[config.mk]
export PLATFORM = sky130hd
export DESIGN_NAME = cfg_chain_loader
export DESIGN_NICKNAME = d
export VERILOG_FILES = /design/src/rtl/cfg_chain_loader.sv
export SDC_FILE = /design/constraint.sdc
export NUM_CORES = 1
export LEC_CHECK = 0
export CELL_PAD_IN_SITES_DETAIL_PLACEMENT = 0
export CELL_PAD_IN_SITES_GLOBAL_PLACEMENT = 1
export CORE_MARGIN = 10
export CORE_UTILIZATION = 44
export CTS_CLUSTER_DIAMETER = 200
export DETAILED_ROUTE_END_ITERATION = 12
export PLACE_DENSITY_LB_ADDON = 0.1
export SLEW_MARGIN = 20
export SYNTH_ARGS = -nofsm -noshare
export SYNTH_HDL_FRONTEND = slang
export SYNTH_SLANG_ARGS = --single-unit
[constraint.sdc]
create_clock -name prog_clk -period 5.23 [get_ports prog_clk]
set_clock_uncertainty 0.1 [all_clocks]
set_input_delay 1.046 -clock prog_clk [delete_from_list [all_inputs] [get_ports prog_clk]]
set_output_delay 1.046 -clock prog_clk [all_outputs]
set_load 0.005 [all_outputs]
[src/rtl/cfg_chain_loader.sv]
// rtl/cfg_chain_loader.sv - serialises 32-bit bitstream words MSB-first onto the Core programming chain
module cfg_chain_loader #(
   parameter int CHAIN_LEN = 4096,
   parameter int CNT_W     = 16
) (
   input  logic        prog_clk,
   input  logic        prog_rst_n,
   input  logic        start,
   input  logic        abort,
   input  logic [31:0] cfg_data,
   input  logic        cfg_valid,
   output logic        cfg_ready,
   output logic        prog_in_o,
   output logic        prog_en_o,
   output logic        busy,
   output logic        done
);

   typedef enum logic [1:0] {
      ST_IDLE,
      ST_LOAD,
      ST_SHIFT,
      ST_DONE
   } state_t;

   localparam logic [CNT_W-1:0] LAST_CNT = CNT_W'(CHAIN_LEN);

   state_t           state, state_nxt;
   logic [31:0]      shreg, shreg_nxt;
   logic [CNT_W-1:0] bit_cnt, bit_cnt_nxt, bit_cnt_inc;
   logic [4:0]       word_bits, word_bits_nxt;

   assign bit_cnt_inc = bit_cnt + CNT_W'(1);

   always_ff @(posedge prog_clk or negedge prog_rst_n) begin
      if (!prog_rst_n) begin
         state     <= ST_IDLE;
         shreg     <= '0;
         bit_cnt   <= '0;
         word_bits <= '0;
         prog_en_o <= 1'b0;
         prog_in_o <= 1'b0;
      end else begin
         state     <= state_nxt;
         shreg     <= shreg_nxt;
         bit_cnt   <= bit_cnt_nxt;
         word_bits <= word_bits_nxt;
         // Chain pins are registered from the next-state view so the Core never sees an input-to-pin path
         prog_en_o <= (state_nxt == ST_SHIFT);
         prog_in_o <= (state_nxt == ST_SHIFT) & shreg_nxt[31];
      end
   end

   always_comb begin
      state_nxt     = state;
      shreg_nxt     = shreg;
      bit_cnt_nxt   = bit_cnt;
      word_bits_nxt = word_bits;
      cfg_ready     = (state == ST_LOAD) && !abort;
      busy          = (state == ST_LOAD) || (state == ST_SHIFT);
      done          = (state == ST_DONE);

      if (abort) begin
         state_nxt   = ST_IDLE;
         bit_cnt_nxt = '0;
      end else begin
         case (state)
            ST_IDLE, ST_DONE: begin
               if (start) begin
                  state_nxt   = ST_LOAD;
                  bit_cnt_nxt = '0;
               end
            end
            ST_LOAD: begin
               if (cfg_valid) begin
                  shreg_nxt     = cfg_data;
                  word_bits_nxt = '0;
                  state_nxt     = ST_SHIFT;
               end
            end
            ST_SHIFT: begin
               shreg_nxt     = {shreg[30:0], 1'b0};
               bit_cnt_nxt   = bit_cnt_inc;
               word_bits_nxt = word_bits + 5'd1;
               // Chain end wins over word end, so a partial last word is simply dropped
               if (bit_cnt_inc == LAST_CNT) begin
                  state_nxt = ST_DONE;
               end else if (word_bits == 5'd31) begin
                  state_nxt = ST_LOAD;
               end
            end
            default: state_nxt = ST_IDLE;
         endcase
      end
   end

endmodule

==> run metrics <==
setup violators final 0; DR vias 2,498; RSZ-0062 raised after global routing false; top cells by count, synth dfrtp_1, o21ai_0, nand2_1, a22oi_1, clkbuf_1; Post CTS Setup Buffer Count 0; Yosys warnings 0; Routed WL per cell 14.8 um; largest net degree at the start of global routing 72; vias in the first global route 2,402; Rel. slew slack 50.0%; H-tree levels 3; worst path required time 4080 ps; CTS tree built; post-synth top area share 48.3%; worst-case clock buffer depth 2; vias per cell 5.58; CTS Buf Count 9; Post-Syn Instances 332; post-cts resize count 0; # clock sinks 57; grt total ovfl 0; P_leak 1.54 nW; Power Dens Cells 389 nW/um^2; Syn Std Cell Area 2960 sq um; Yosys cell types 42; Slew @ Worst Pin 747 ps; CP Capture Type output pin; I/O pin total 42; Peak VDD IR 0.206 mV; fin crit share 64.3%; drt first pass iters 4; Die Height 102 um; Fmax 297 MHz; Hold Path Class reg -> reg; Hold Fails Final Rpt 0; Worst Path Arrival 2220 ps; outcome finished clean; core region area 6420 sq um; ys flop type dfrtp_1; Rows 29; Initial Util 46.0%; antenna cells 0; crit-path max FO 7; initial antenna violation count 0; Seq/Total Area, Yosys 48.3%; WL final 6640 um; Setup CP Type in -> out; final setup margin 1870 ps; Post-synth EDFFs 0; Reg clk slew, reported paths 70 ps; Hold Buf Count CTS 0; #FFs+latches synth 57; Final nets 410; P&R area growth vs syn 22.7%; cell taking the most area after synthesis dfrtp_1; 1st-iter DRT viols 103; Post-route DRC 0; Area contributors post-synth dfrtp_1, o21ai_0, a22oi_1; share of cells above drive strength 1 7.28%; Max Cap Viol 0; CP startpoint kind input port; Antenna Nets Post-Route 0; Tmin final 3360 ps; dpl hpwl 4490 um; final max-slew violation count 0; Mapped Avg Cell Area 8.90 sq um; first-pass GRT wire length 11,300 um; syn_nets 376; die width 102 um; CTS root buf clkbuf_8; GR Util All Layers 13.4%; Post-synth ARST share 100%; Worst-Skew Late Latency 330 ps; gpl congestion 0.839; Die Footprint 10,400 sq um; setup TNS 0 ps; Port Buf Inserts 41; Placement Setup Slack 1870 ps
registers in the layout, summed over array words and instances (netlist names):
name       count
bit_cnt       16
prog_en_o      1
prog_in_o      1
shreg         32
state          2
word_bits      5
final cells by class:
type | count | area, sq um
Multi-Input combinational cell | 245 | 1430
Timing Repair Buffer | 44 | 428
Sequential cell | 57 | 1430
Clock inverter | 4 | 50.0
Clock buffer | 12 | 165
Fill cell | 592 | 2800
Tap cell | 77 | 96.3
Inverter | 9 | 33.8
layer usage:
metal,vias to the layer above,part of all wire (%),track usage (%),wire (um)
met3,9,5.8,5.33,387
li1,1271,-,-,-
met4,0,1.1,3.90,70
met1,1181,46,16.0,3030
met2,37,48,22.0,3160
met5,-,0,0,0
cells in the final DEF, fill, tap and decap left out, types with 6 or more instances in the layout:
cell             synthesis  routed
nor3_1                   6       6
inv_1                    9       9
ha_1                     7       7
clkbuf_8                 0      12
clkdlybuf4s50_1          0      40
a21oi_1                  7       6
a22oi_1                 30      30
nand2_1                 55      55
nand3_1                  7       7
nor2_1                  15      15
nand4_1                  6       6
dfrtp_1                 57      57
o21ai_0                 57      57
and3_1                   6       6
report_power, final:
part	total, mW	leakage, nW	internal [mW]	switching [mW]
combinational	0.354	0.645	0.139	0.215
clock	0.436	0.105	0.258	0.178
sequential	0.620	0.787	0.551	0.0693
worst paths after layout:
path	from	to	slack [ps]	depth (start not counted)
max	abort	cfg_ready	1870	3
min	shreg[13]	shreg[13]	380	2
max reg2reg	bit_cnt[0]	prog_in_o	2530	8
min reg2reg	shreg[13]	shreg[13]	380	2
max in group asynchronous	prog_rst_n	shreg[19]	3810	2
min in group asynchronous	prog_rst_n	shreg[2]	750	2
critical path, cell delays in order:
cell and delay, ps:
clkdlybuf4s50_1 520, nor2b_1 150, clkdlybuf4s50_1 510
kinds of logic after synthesis:
| family | Yosys count | share of synthesized area (%) |
|---|---|---|
| AND/OR/NAND/NOR | 116 | 18.8 |
| XOR/XNOR | 4 | 1.19 |
| adder cells (fa/ha/maj) | 7 | 2.96 |
| buffers and inverters | 30 | 3.94 |
| flip-flops | 57 | 48.3 |
| AO/OA/AOI/OAI | 118 | 24.9 |
per-stage QoR:
stage / area, sq um / instances / util (%) / power [mW] / hold slack (ps)
global route: 3620 / 448 / 56.4 / 1.52 / 413
finish: 3620 / 448 / 56.4 / 1.41 / 382
global placement: 3400 / 432 / 52.9 / 0.975 / 361
CTS: 3610 / 448 / 56.3 / 1.42 / 389
floorplan: 2960 / 332 / - / 0.859 / 351
detailed placement: 3400 / 432 / 52.9 / 0.983 / 373
No activity file was read; power rests on OpenSTA's default activity.
